===== src/rtl/ahb_master_arbiter.sv =====
// Two-master AHB-Lite arbiter: muxes M0/M1 address, control and write data onto one shared bus.
// Latency: a non-owner request seen with the owner IDLE/unlocked and HREADY=1 reaches HADDR one cycle later.
// Backpressure: the owner sees the shared HREADY; a requesting non-owner is stalled through its private HREADY.
// Optional grant statistics counters are enabled by defining ARB_STATS_EN.
module ahb_master_arbiter #(
   parameter bit DEFAULT_MASTER = 1'b0
) (
   input  logic        HCLK,
   input  logic        HRESET,
   input  logic [31:0] HADDR_M0,
   input  logic [1:0]  HTRANS_M0,
   input  logic        HWRITE_M0,
   input  logic [2:0]  HSIZE_M0,
   input  logic [3:0]  HPROT_M0,
   input  logic        HMASTLOCK_M0,
   input  logic [31:0] HWDATA_M0,
   input  logic [31:0] HADDR_M1,
   input  logic [1:0]  HTRANS_M1,
   input  logic        HWRITE_M1,
   input  logic [2:0]  HSIZE_M1,
   input  logic [3:0]  HPROT_M1,
   input  logic        HMASTLOCK_M1,
   input  logic [31:0] HWDATA_M1,
   output logic        HREADY_M0,
   output logic        HREADY_M1,
   output logic [31:0] HADDR,
   output logic [1:0]  HTRANS,
   output logic        HWRITE,
   output logic [2:0]  HSIZE,
   output logic [3:0]  HPROT,
   output logic        HMASTLOCK,
   output logic [31:0] HWDATA,
   input  logic        HREADY,
   output logic        HMASTER,
   output logic        HMASTER_D
`ifdef ARB_STATS_EN
   ,
   output logic [15:0] GRANT_CNT_M0,
   output logic [15:0] GRANT_CNT_M1
`endif
);

   typedef enum logic {
      OWN0 = 1'b0,
      OWN1 = 1'b1
   } owner_t;

   owner_t owner;
   owner_t owner_nxt;
   logic   hmaster_d_r;

   // Ownership register: resets to the configured default master.
   always_ff @(posedge HCLK or posedge HRESET) begin
      if (HRESET) begin
         owner <= owner_t'(DEFAULT_MASTER);
      end else begin
         owner <= owner_nxt;
      end
   end

   // Hand the bus over only after an accepted, unlocked IDLE address phase of the owner.
   always_comb begin
      owner_nxt = owner;
      case (owner)
         OWN0: begin
            if (HREADY && (HTRANS_M0 == 2'b00) && !HMASTLOCK_M0 && HTRANS_M1[1]) begin
               owner_nxt = OWN1;
            end
         end
         OWN1: begin
            if (HREADY && (HTRANS_M1 == 2'b00) && !HMASTLOCK_M1 && HTRANS_M0[1]) begin
               owner_nxt = OWN0;
            end
         end
         default: owner_nxt = owner;
      endcase
   end

   // Data-phase owner follows the address-phase owner on every accepted edge.
   always_ff @(posedge HCLK or posedge HRESET) begin
      if (HRESET) begin
         hmaster_d_r <= DEFAULT_MASTER;
      end else if (HREADY) begin
         hmaster_d_r <= owner;
      end
   end

   // Shared-bus muxes and per-master ready; a non-owner is stalled only while it requests.
   always_comb begin
      HMASTER   = owner;
      HMASTER_D = hmaster_d_r;
      if (owner == OWN1) begin
         HADDR     = HADDR_M1;
         HTRANS    = HTRANS_M1;
         HWRITE    = HWRITE_M1;
         HSIZE     = HSIZE_M1;
         HPROT     = HPROT_M1;
         HMASTLOCK = HMASTLOCK_M1;
         HREADY_M1 = HREADY;
         HREADY_M0 = ~HTRANS_M0[1];
      end else begin
         HADDR     = HADDR_M0;
         HTRANS    = HTRANS_M0;
         HWRITE    = HWRITE_M0;
         HSIZE     = HSIZE_M0;
         HPROT     = HPROT_M0;
         HMASTLOCK = HMASTLOCK_M0;
         HREADY_M0 = HREADY;
         HREADY_M1 = ~HTRANS_M1[1];
      end
      HWDATA = hmaster_d_r ? HWDATA_M1 : HWDATA_M0;
   end

`ifdef ARB_STATS_EN
   logic [15:0] grant_cnt_m0_r;
   logic [15:0] grant_cnt_m1_r;

   // Count accepted address phases per owner, saturating at all-ones.
   always_ff @(posedge HCLK or posedge HRESET) begin
      if (HRESET) begin
         grant_cnt_m0_r <= 16'h0000;
         grant_cnt_m1_r <= 16'h0000;
      end else if (HREADY && HTRANS[1]) begin
         if ((owner == OWN0) && (grant_cnt_m0_r != 16'hFFFF)) begin
            grant_cnt_m0_r <= grant_cnt_m0_r + 16'd1;
         end
         if ((owner == OWN1) && (grant_cnt_m1_r != 16'hFFFF)) begin
            grant_cnt_m1_r <= grant_cnt_m1_r + 16'd1;
         end
      end
   end

   assign GRANT_CNT_M0 = grant_cnt_m0_r;
   assign GRANT_CNT_M1 = grant_cnt_m1_r;
`endif

endmodule

===== config.mk =====
export PLATFORM = sky130hd
export DESIGN_NAME = ahb_master_arbiter
export DESIGN_NICKNAME = d
export VERILOG_FILES = /design/src/rtl/ahb_master_arbiter.sv
export SDC_FILE = /design/constraint.sdc
export NUM_CORES = 1
export LEC_CHECK = 0
export BUFFER_PORTS_ARGS = -buffer_cell sky130_fd_sc_hd__buf_2
export CAP_MARGIN = 20
export CORE_AREA = 2 2 90 92
export CTS_BUF_LIST = sky130_fd_sc_hd__clkbuf_8
export DETAILED_ROUTE_END_ITERATION = 10
export DIE_AREA = 0 0 92 94
export PLACE_DENSITY = 0.62
export SLEW_MARGIN = 20
export SYNTH_ARGS = -nofsm -noshare
export SYNTH_HDL_FRONTEND = slang
export SYNTH_SLANG_ARGS = --single-unit

===== constraint.sdc =====
create_clock -name HCLK -period 1.1 [get_ports HCLK]
set_input_delay 0.22 -clock HCLK [delete_from_list [all_inputs] [get_ports HCLK]]
set_output_delay 0.22 -clock HCLK [all_outputs]
set_load 0.02 [all_outputs]

# [Word-level counts from Yosys, hierarchy flattened]
# Index checks and enable logic that the tools add are counted.
[word_totals] ff_bits=2 input_bits=153 out_inout_bits=79
[op_classes] n_mux=12 n_bitwise=3 n_reduce_logical=10
[op_table] operator="$mux 32" count=2
[op_table] operator="$logic_and 1x1->1" count=6
[op_table] operator="$mux 1" count=6
[op_table] operator="$logic_not 2->1" count=2
[op_table] operator="$mux 4" count=1
[op_table] operator="$mux 3" count=1
[op_table] operator="$not 1->1" count=3
[op_table] operator="$logic_not 1->1" count=2
[op_table] operator="$mux 2" count=1
[op_table] operator="$pmux 1 s2" count=1

# [Logic depth before layout (Yosys ltp)]
# Gate-level depths: netlist of the first run.
[depth] word_depth=6 depth_mapped=4

# [Least setup slack after synthesis of the first run]
# OpenSTA, ideal clock, no wires.
[synth_path] path_kind="register -> output" startpoint="register owner (netlist: HMASTER)" endpoint="output port HREADY_M1" arrival_time_ns=1.206 required_ns=0.880 path_slack_ns=-0.326 stages_incl_launch_ff=4 path_buffers=2 cell_sequence="dfrtp_1 -> buf_6 -> buf_6 -> mux2i_1"
[synth_via] elab_chain_len=1
[synth_rtl] item="start: declaration" line="48" rtl="owner_t owner;"
[synth_rtl] item="start signal: assignment" line="55" rtl="owner <= owner_t'(DEFAULT_MASTER);"
[synth_rtl] item="start signal: assignment" line="57" rtl="owner <= owner_nxt;"
[synth_rtl] item="$mux 1" line="92" rtl="if (owner == OWN1) begin"
[synth_rtl] item="end: declaration" line="25" rtl="output logic HREADY_M1,"
# No other way between the ends.

# [Worst setup path after layout of the first run]
[layout_path] startpoint="register owner (netlist: HMASTER)" endpoint="output port HPROT[1]"
[layout_via] elab_chain_len=1
[layout_rtl] item="$mux 4" line="92"
[layout_rtl] item="end: declaration" line="30" rtl="output logic [3:0] HPROT,"
# No other way between the ends.

==> summary.txt, run 1 <==
LAYOUT
----------------------------------------------------------------------------------
Number of nets in the layout ........................................          495
Number of fill cells ................................................          728
Final non-filler cell area ..........................................   3130 sq um
Layout cells sized above 1 ..........................................        97.9%
Antenna diode instance count ........................................            0
Signed area change from the synthesized netlist to the final layout .         203%

DETAILED ROUTING
----------------------------------------------------------------------------------
DR top layer ........................................................         met4
Routed met1 length .................................................. 1910 microns
Mean number of vias per cell ........................................         3.99
Number of detailed-routing iterations run before antenna repair .....            4
Met2 Wirelength ..................................................... 3360 microns
Drt wl/cell ......................................................... 13.6 microns
Count of nets left with antenna violations after detail routing .....            0
Starting DRC count in detailed routing ..............................           19
DRC viols ...........................................................            0
Number of vias after detailed routing ...............................         1765
Wirelength, routed .................................................. 6030 microns
Length of routed met3 wiring ........................................  738 microns

LOGIC SYNTHESIS
----------------------------------------------------------------------------------
Largest cells by area after synthesis ............................... mux2_2 (83%), dfrtp_1 (4.8%), buf_6 (3.3%), buf_4 (2.2%), buf_2 (1.5%)
Post-synthesis instance area ........................................   1030 sq um
Yosys warnings ......................................................            0
Post-synthesis average cell area ....................................   10.8 sq um
Number of register bits inferred by synthesis .......................            2
Sequential fraction of the synthesis area ...........................        4.84%
Mapped Nets .........................................................          249
Top-area cell type share of the netlist area ........................        82.8%
Largest area contributor in the synthesized netlist .................       mux2_2
Gate Count Post-Synth ...............................................           96
Number of distinct library cells after synthesis ....................           13

FLOORPLANNING
----------------------------------------------------------------------------------
Die area ............................................................   8650 sq um
Row cnt .............................................................           32
Initial Util ........................................................        13.6%
Die span in y .......................................................   94 microns
Width of the die ....................................................   92 microns
Area inside the core boundary .......................................   7610 sq um
Number of ports placed on the die boundary ..........................          232

OUTCOME
----------------------------------------------------------------------------------
Violated checks ..................................................... negative setup slack
Outcome ............................................................. complete, but fails checks

CRITICAL PATH
----------------------------------------------------------------------------------
Crit-path max FO ....................................................            7
Worst setup path category ...........................................      reg2out
Minimum setup slack among reg-to-reg paths ..........................     -0.03 ns
Critical path data arrival time .....................................      1.38 ns
Endpoint type of the worst setup path ............................... primary output
Cells on worst reg2reg path .........................................            3
Endpoint of the lowest-slack register-to-register path .............. HMASTER_D$_DFFE_PP0P_
Worst Setup Start Kind ..............................................         flop
FF-to-FF Start ...................................................... HMASTER_D$_DFFE_PP0P_
CP required .........................................................      0.88 ns

TIMING
----------------------------------------------------------------------------------
Number of endpoints with negative hold slack in the final report ....            0
Max-slew violations .................................................            0
Fin crit period .....................................................      1.60 ns
Setup_tns ...........................................................    -34.83 ns
Final worst-path cycle share ........................................         145%
Peak clock frequency supported by timing ............................      626 MHz
Slew margin rel. ....................................................        86.2%
RSZ-0062 raised after global routing ................................          yes
Worst Tran Pin Value ................................................     0.206 ns
Worst Setup Slack, final ............................................    -0.498 ns
Final setup vio count ...............................................           80
Final setup skew ....................................................   0.00966 ns

CLOCK NETWORK
----------------------------------------------------------------------------------
Count of H-tree levels built during CTS .............................            1
Clock insertion delay at the later pin of the skew report ...........      0.22 ns
Clock transition at the registers of the reported paths .............      0.03 ns
CTS root buffer .....................................................     clkbuf_8
Clk buf depth .......................................................            2
CTS tree ............................................................        built
TritonCTS buffer count ..............................................            3
Total number of clock tree sinks ....................................            2

GRT
----------------------------------------------------------------------------------
Via count of the first global-routing pass ..........................         1742
Global-route congestion overflow total ..............................            0
Largest net degree at the start of global routing ...................           23
Tot GR Track Use ....................................................        11.6%
Global-route wire length before repair .............................. 8050 microns
Number of antenna violations at the first check in global routing ...            0

PLACE
----------------------------------------------------------------------------------
Half-perimeter wire length of the detailed placement result ......... 5100 microns
Count of port buffers added during placement ........................          231
Minimum setup slack after placement .................................    -0.251 ns
Final weighted congestion in routability-driven placement ...........        0.731
Post-Place Cell Area ................................................   2540 sq um

HOLD PATH
----------------------------------------------------------------------------------
HP Class ............................................................       in2reg
End point of the worst hold path .................................... HMASTER$_DFF_PP0_
Worst Min Path Start ................................................ HMASTLOCK_M0
Number of stages on the worst hold path .............................            3

POWER AND IR DROP
----------------------------------------------------------------------------------
Largest voltage drop on the vdd net .................................       736 uV
Pwr Density ......................................................... 1320 nW/um^2
Static leakage ......................................................      1.73 nW

FLOW RUN
----------------------------------------------------------------------------------
Max capacitance violation total .....................................            0

## critical path, cell delays in order (launching register included)
cell       delay, ns
dfrtp_2         0.42
buf_12          0.15
clkbuf_16       0.16
mux2_4          0.30
buf_6           0.13
## layout make-up
| class | count | area (sq um) | area share [%] |
|---|---|---|---|
| clock buffer | 3 | 41.3 | 1.32 |
| inverter | 2 | 7.51 | 0.240 |
| multi-input combinational | 83 | 1110 | 35.5 |
| sequential | 2 | 52.6 | 1.68 |
| tap | 102 | 128 | 4.08 |
| timing repair buffer | 250 | 1790 | 57.2 |
## per-stage QoR
stage | std cells | hold slack [ns] | util (%) | total power [mW]
2_1_floorplan | 96 | -0.0388 | - | 2.20
3_3_place_gp | 427 | 0.116 | 33.4 | 2.94
3_5_place_dp | 427 | 0.119 | 33.4 | 2.97
4_1_cts | 432 | 0.312 | 36.5 | 3.57
5_1_grt | 442 | 0.336 | 41.1 | 4.34
6_report | 442 | 0.303 | 41.1 | 4.13
## report_power, final
group | switching (mW) | internal (mW)
clock network | 0.0631 | 0.232
logic | 1.54 | 2.15
registers | 0.0426 | 0.0961
total | 1.65 | 2.48
## placed cells by master (no fill, tap or decap)
cell type      instances
buf_12                 4
buf_2                177
mux2_2                28
buf_6                 60
o21ai_1                1
inv_1                  2
dlygate4sd3_1          1
buf_8                  1
clkbuf_16              4
nand3b_1               1
buf_4                  3
o31ai_1                1
clkbuf_8               3
mux2_4                48
or4b_1                 1
mux2i_4                1
a21oi_2                1
nor2_4                 1
dfrtp_2                2
## per-layer routing
layer	global-route usage (%)	vias to the layer above
met5	0	-
met4	1.12	0
met3	3.37	2
met2	25.1	142
met1	11.0	768
li1	-	853
## cells by family after synthesis
group | share of synthesized area, %
simple gates | 2.06
compound gates | 1.69
flops | 4.84
buf+inv | 7.63
mux | 83.8
## state kept, by name, indices dropped and copies added, names as in the netlist
register,cells
HMASTER,1
HMASTER_D,1
## worst max path at each step
stage | from | cells after the start | endpoint | slack, ns
4_1_cts | HMASTER$_DFF_PP0_ | 3 | HMASTLOCK | -0.48
5_1_grt | HMASTER$_DFF_PP0_ | 4 | HADDR[3] | -0.53
3_3_place_gp | HMASTER$_DFF_PP0_ | 3 | HMASTLOCK | -0.23
2_1_floorplan | HMASTER$_DFF_PP0_ | 3 | HADDR[20] | -0.20
3_5_place_dp | HMASTER$_DFF_PP0_ | 3 | HMASTLOCK | -0.25
6_report | HMASTER$_DFF_PP0_ | 4 | HPROT[1] | -0.50
## synthesized netlist by cell type
| library cell | n |
|---|---|
| inv_1 | 2 |
| buf_4 | 3 |
| buf_2 | 3 |
| mux2i_1 | 1 |
| buf_6 | 3 |
| o31ai_1 | 1 |
| dfrtp_1 | 2 |
| nand3b_1 | 1 |
| nor2_1 | 1 |
| o21ai_1 | 1 |
| mux2_2 | 76 |
| or4b_1 | 1 |
| a21oi_1 | 1 |
## what timing repair did
| item | in CTS | in global routing |
|---|---|---|
| gates resized for setup | 57 | 59 |
| buffers inserted | 1 | 4 |
| hold buffers | 1 | 0 |
| cloned | 0 | 6 |
| setup endpoints to repair | 79 | 80 |
| hold endpoints to repair | 2 | 0 |
| pin swaps | 0 | 0 |
Note: power is estimated with default switching activity, not from simulation.
==> run 2, diff against run 1 <==
--- a/config.mk
+++ b/config.mk
@@ -12,6 +12,7 @@
 export DETAILED_ROUTE_END_ITERATION = 10
 export DIE_AREA = 0 0 92 94
 export PLACE_DENSITY = 0.62
+export RECOVER_POWER = 100
 export SLEW_MARGIN = 20
 export SYNTH_ARGS = -nofsm -noshare
 export SYNTH_HDL_FRONTEND = slang
==> run 2 against run 1 <==
  * The flow still finishes with violations (negative setup slack)
  * Hold slack unchanged
  * Clock skew is the same
  * Die area unchanged
  * Critical endpoint unchanged
==> summary.txt, run 2 (synthesized netlist as in run 1, its figures left out) <==
CRITICAL PATH
----------------------------------------------------------------------------------
Minimum setup slack among reg-to-reg paths ..........................     -0.03 ns
Worst Setup Start Kind ..............................................         flop
Worst setup path category ...........................................      reg2out
Crit-path max FO ....................................................            7
Endpoint of the lowest-slack register-to-register path .............. HMASTER_D$_DFFE_PP0P_
Endpoint type of the worst setup path ............................... primary output
Cells on worst reg2reg path .........................................            3
CP required .........................................................      0.88 ns
Critical path data arrival time .....................................      1.38 ns
FF-to-FF Start ...................................................... HMASTER_D$_DFFE_PP0P_

CLOCK NETWORK
----------------------------------------------------------------------------------
TritonCTS buffer count ..............................................            3
CTS tree ............................................................        built
Total number of clock tree sinks ....................................            2
Clk buf depth .......................................................            2
Clock insertion delay at the later pin of the skew report ...........      0.22 ns
Clock transition at the registers of the reported paths .............      0.03 ns
Count of H-tree levels built during CTS .............................            1
CTS root buffer .....................................................     clkbuf_8

DETAILED ROUTING
----------------------------------------------------------------------------------
Wirelength, routed .................................................. 6020 microns
DRC viols ...........................................................            0
Mean number of vias per cell ........................................         3.99
Number of detailed-routing iterations run before antenna repair .....            4
Drt wl/cell ......................................................... 13.6 microns
Count of nets left with antenna violations after detail routing .....            0
Starting DRC count in detailed routing ..............................           19
Number of vias after detailed routing ...............................         1763

POWER AND IR DROP
----------------------------------------------------------------------------------
Largest voltage drop on the vdd net .................................       736 uV
Pwr Density ......................................................... 1320 nW/um^2
Static leakage ......................................................      1.73 nW
Pwr Total ...........................................................      4.13 mW

TIMING
----------------------------------------------------------------------------------
Worst slack on hold paths ...........................................     0.303 ns
Worst Setup Slack, final ............................................    -0.498 ns
Final setup skew ....................................................   0.00966 ns
Max-slew violations .................................................            0
Number of endpoints with negative hold slack in the final report ....            0
Worst Tran Pin Value ................................................     0.206 ns
Peak clock frequency supported by timing ............................      626 MHz
Final setup vio count ...............................................           80
RSZ-0062 raised after global routing ................................          yes
Final worst-path cycle share ........................................         145%
Fin crit period .....................................................      1.60 ns
Slew margin rel. ....................................................        86.2%

OUTCOME
----------------------------------------------------------------------------------
Violated checks ..................................................... negative setup slack
Outcome ............................................................. complete, but fails checks

FLOORPLANNING
----------------------------------------------------------------------------------
Width of the die ....................................................   92 microns
Row cnt .............................................................           32
Die area ............................................................   8650 sq um
Number of ports placed on the die boundary ..........................          232
Area inside the core boundary .......................................   7610 sq um
Initial Util ........................................................        13.6%
Die span in y .......................................................   94 microns

PLACE
----------------------------------------------------------------------------------
Number of placed instances, taps included ...........................          427
Half-perimeter wire length of the detailed placement result ......... 5100 microns
Count of port buffers added during placement ........................          231
Minimum setup slack after placement .................................    -0.251 ns
Final weighted congestion in routability-driven placement ...........        0.731

LAYOUT
----------------------------------------------------------------------------------
Signed area change from the synthesized netlist to the final layout .         203%
Layout Utilization ..................................................        41.1%
Fin cells ...........................................................          442
Highest-count cells in the layout ignoring fill and taps ............ buf_2 (176), buf_6 (60), mux2_4 (48)
Layout cells sized above 1 ..........................................        97.9%
Leading cell type in the layout, fill and taps excluded .............        buf_2
Number of nets in the layout ........................................          495
Antenna diode instance count ........................................            0

GRT
----------------------------------------------------------------------------------
Global-route wire length before repair .............................. 8050 microns
Largest net degree at the start of global routing ...................           23
Global-route congestion overflow total ..............................            0
Tot GR Track Use ....................................................        11.6%
Via count of the first global-routing pass ..........................         1742
Number of antenna violations at the first check in global routing ...            0

FLOW RUN
----------------------------------------------------------------------------------
Max capacitance violation total .....................................            0

HOLD PATH
----------------------------------------------------------------------------------
End point of the worst hold path .................................... HMASTER$_DFF_PP0_
Worst Min Path Start ................................................ HMASTLOCK_M0
Number of stages on the worst hold path .............................            3
HP Class ............................................................       in2reg

-- run 2: cell count changes in the layout (fill, tap and decap cells not counted), sizes merged --
cell	before	now
buf	245	244
clkbuf	7	8
-- run 2: worst max path at each step --
stage / start / endpoint / slack (ns) / depth (start not counted)
after floorplan: HMASTER$_DFF_PP0_ / HADDR[20] / -0.20 / 3
final: HMASTER$_DFF_PP0_ / HPROT[1] / -0.50 / 4
after detailed placement: HMASTER$_DFF_PP0_ / HMASTLOCK / -0.25 / 3
after global routing: HMASTER$_DFF_PP0_ / HADDR[3] / -0.53 / 4
after CTS: HMASTER$_DFF_PP0_ / HMASTLOCK / -0.48 / 3
after global placement: HMASTER$_DFF_PP0_ / HMASTLOCK / -0.23 / 3
-- run 2: through the flow --
step	TNS [ns]	cell area, sq um
after floorplan	-13.21	1270
after global placement	-15.06	2540
after detailed placement	-15.96	2540
after CTS	-33.54	2780
after global routing	-38.06	3130
final	-34.83	3130
-- run 2: what timing repair did --
action | 4_1_cts | 5_1_grt
gates cloned | 0 | 6
hold buffers | 1 | 0
endpoints found under the setup margin | 79 | 80
hold endpoints to repair | 2 | 0
setup buffers | 1 | 4
gates resized for setup | 57 | 59
-- run 2: final cells by class --
| type | instances | area (sq um) |
|---|---|---|
| inverters | 2 | 7.51 |
| fillers | 728 | 4480 |
| multi-input cells | 83 | 1110 |
| well taps | 102 | 128 |
| repair buffers | 250 | 1790 |
| clock buffers | 3 | 41.3 |
| flip-flops and latches | 2 | 52.6 |
-- run 2: routing by layer --
| metal | share of wire (%) | GRT usage (%) |
|---|---|---|
| met2 | 56 | 25.1 |
| met5 | 0 | 0 |
| met4 | 0.23 | 1.12 |
| met3 | 12 | 3.37 |
| met1 | 32 | 11.0 |
-- run 2: worst max-delay path, cell delays in order (launching register included) --
cell and delay [ns]:
dfrtp_2 0.42, buf_12 0.15, clkbuf_16 0.16, mux2_4 0.30, buf_6 0.13
-- run 2: where the power goes --
| part | switching, mW | internal (mW) | leakage [nW] |
|---|---|---|---|
| sequential | 0.0426 | 0.0961 | 0.0218 |
| clock | 0.0631 | 0.232 | 0.0216 |
| combinational | 1.54 | 2.15 | 1.69 |
==> run 3, diff against run 2 <==
--- a/config.mk
+++ b/config.mk
@@ -11,6 +11,7 @@
 export CTS_BUF_LIST = sky130_fd_sc_hd__clkbuf_8
 export DETAILED_ROUTE_END_ITERATION = 10
 export DIE_AREA = 0 0 92 94
+export MAX_ROUTING_LAYER = met4
 export PLACE_DENSITY = 0.62
 export RECOVER_POWER = 100
 export SLEW_MARGIN = 20
==> run 3 against run 2 <==
  * Clock skew is essentially flat
  * Setup slack better by 0.0071 ns
  * Sequential power about the same
  * Sequential cell count unchanged
  * Critical path depth is the same
  * Sequential share of layout area barely moved
  * Cell area down 1.2%
  * The run still ends with negative setup slack left
  * Wire length is 1.3% lower
==> summary.txt, run 3 (synthesized netlist as in run 1, its figures left out) <==
POWER AND IR DROP
----------------------------------------------------------------------------------
Pwr Density ......................................................... 1310 nW/um^2
Clock group share of total power ....................................         7.3%
Logic gate share of total power .....................................        89.3%
Static leakage ......................................................      1.72 nW
Largest voltage drop on the vdd net .................................       599 uV
Cell-internal power .................................................      2.43 mW
Share of total power consumed by net switching ......................        40.2%
Share of total power in sequential cells ............................         3.4%
Power spent charging and discharging nets ...........................      1.63 mW

CLOCK NETWORK
----------------------------------------------------------------------------------
Count of H-tree levels built during CTS .............................            1
Clock insertion delay at the later pin of the skew report ...........      0.22 ns
CTS tree ............................................................        built
Clock transition at the registers of the reported paths .............      0.03 ns
Total number of clock tree sinks ....................................            2
CTS root buffer .....................................................     clkbuf_8
Clk buf depth .......................................................            2
TritonCTS buffer count ..............................................            3

CRITICAL PATH
----------------------------------------------------------------------------------
Endpoint type of the worst setup path ............................... primary output
CP required .........................................................      0.88 ns
Cells on worst reg2reg path .........................................            3
Crit-path max FO ....................................................            6
Startpoint of the most critical setup path .......................... HMASTER$_DFF_PP0_
Minimum setup slack among reg-to-reg paths ..........................     -0.03 ns
Worst setup path category ...........................................      reg2out
Worst Setup Start Kind ..............................................         flop
FF-to-FF Start ...................................................... HMASTER_D$_DFFE_PP0P_
Critical path data arrival time .....................................      1.37 ns
Endpoint of the lowest-slack register-to-register path .............. HMASTER_D$_DFFE_PP0P_

HOLD PATH
----------------------------------------------------------------------------------
Number of stages on the worst hold path .............................            3
End point of the worst hold path .................................... HMASTER$_DFF_PP0_
HP Class ............................................................       in2reg
Worst Min Path Start ................................................ HMASTLOCK_M0

TIMING
----------------------------------------------------------------------------------
Worst Tran Pin Value ................................................     0.206 ns
Peak clock frequency supported by timing ............................      629 MHz
Number of endpoints with negative hold slack in the final report ....            0
RSZ-0062 raised after global routing ................................          yes
Fin crit period .....................................................      1.59 ns
Max-slew violations .................................................            0
Slew margin rel. ....................................................        86.2%
Final setup vio count ...............................................           80
Worst slack on hold paths ...........................................     0.305 ns
Worst Setup Slack, final ............................................    -0.491 ns
Final worst-path cycle share ........................................         145%
Final setup skew ....................................................   0.00975 ns

LAYOUT
----------------------------------------------------------------------------------
Layout Utilization ..................................................        40.6%
Highest-count cells in the layout ignoring fill and taps ............ buf_2 (176), buf_6 (59), mux2_4 (48)
Number of fill cells ................................................          733
Number of nets in the layout ........................................          493
Signed area change from the synthesized netlist to the final layout .         199%
Layout cells sized above 1 ..........................................        97.9%
Leading cell type in the layout, fill and taps excluded .............        buf_2
Antenna diode instance count ........................................            0

FLOORPLANNING
----------------------------------------------------------------------------------
Die span in y .......................................................   94 microns
Row cnt .............................................................           32
Area inside the core boundary .......................................   7610 sq um
Number of ports placed on the die boundary ..........................          232
Die area ............................................................   8650 sq um
Initial Util ........................................................        13.6%
Width of the die ....................................................   92 microns

GRT
----------------------------------------------------------------------------------
Number of antenna violations at the first check in global routing ...            0
Largest net degree at the start of global routing ...................           23
Via count of the first global-routing pass ..........................         1742
Tot GR Track Use ....................................................        12.0%
Global-route wire length before repair .............................. 8090 microns
Global-route congestion overflow total ..............................            0

PLACE
----------------------------------------------------------------------------------
Half-perimeter wire length of the detailed placement result ......... 5100 microns
Final weighted congestion in routability-driven placement ...........        0.740
Minimum setup slack after placement .................................    -0.251 ns
Count of port buffers added during placement ........................          231

DETAILED ROUTING
----------------------------------------------------------------------------------
Wirelength, routed .................................................. 5950 microns
Drt wl/cell ......................................................... 13.5 microns
Starting DRC count in detailed routing ..............................           19
Mean number of vias per cell ........................................         3.98
Count of nets left with antenna violations after detail routing .....            0
Number of detailed-routing iterations run before antenna repair .....            4
DRC viols ...........................................................            0
Number of vias after detailed routing ...............................         1750

FLOW RUN
----------------------------------------------------------------------------------
Max capacitance violation total .....................................            0

OUTCOME
----------------------------------------------------------------------------------
Violated checks ..................................................... negative setup slack
Outcome ............................................................. complete, but fails checks

[run 3: cell count changes in the layout (fill, tap and decap cells not counted), sizes merged]
cell	before	now
buf	244	243
clkbuf	8	7
[run 3: stage by stage]
step                      std cells  TNS [ns]  instance area, sq um  power [mW]
after floorplan                  96    -13.21                  1270        2.20
after global placement          427    -15.06                  2540        2.94
after detailed placement        427    -15.96                  2540        2.97
after CTS                       432    -33.54                  2780        3.57
after global routing            440    -37.84                  3090        4.28
final                           440    -34.61                  3090        4.06
[run 3: cell type report]
cell class / count / area (sq um) / share of cell area, %
repair buffers: 248 / 1750 / 56.7
multi-input cells: 83 / 1110 / 35.9
well taps: 102 / 128 / 4.13
flip-flops and latches: 2 / 52.6 / 1.70
clock buffers: 3 / 41.3 / 1.34
inverters: 2 / 7.51 / 0.243
[run 3: worst max-delay path by stage]
stage	to	depth (start not counted)
after global placement	HMASTLOCK	3
after floorplan	HADDR[20]	3
after global routing	HADDR[31]	4
final	HPROT[1]	4
after CTS	HMASTLOCK	3
after detailed placement	HMASTLOCK	3
[run 3: critical path, cell delays in order, from the launching register on]
cell,delay (ns)
dfrtp_2,0.42
buf_12,0.15
clkbuf_16,0.16
mux2_4,0.30
buf_6,0.13
[run 3: power by group through the flow]
stage | clock [mW] | sequential (mW) | combinational [mW]
detailed placement | 0 | 0.138 | 2.83
floorplan | 0 | 0.135 | 2.06
CTS | 0.304 | 0.142 | 3.13
finish | 0.296 | 0.139 | 3.63
global route | 0.316 | 0.145 | 3.82
global placement | 0 | 0.136 | 2.81
[run 3: metal layers]
metal / vias to the layer above / global-route usage, % / routed length [microns]
li1: 848 / - / -
met1: 759 / 11.4 / 1870
met3: 2 / 2.97 / 710
met4: 0 / 1.12 / 14
met5: - / - / 0
met2: 141 / 24.9 / 3350
[run 3: repair_timing]
action / 4_1_cts / 5_1_grt
setup endpoints to repair: 79 / 80
hold buffers: 1 / 0
buffers inserted: 1 / 3
gates cloned: 0 / 5
gates resized for setup: 57 / 58
endpoints found under the hold margin: 2 / 0
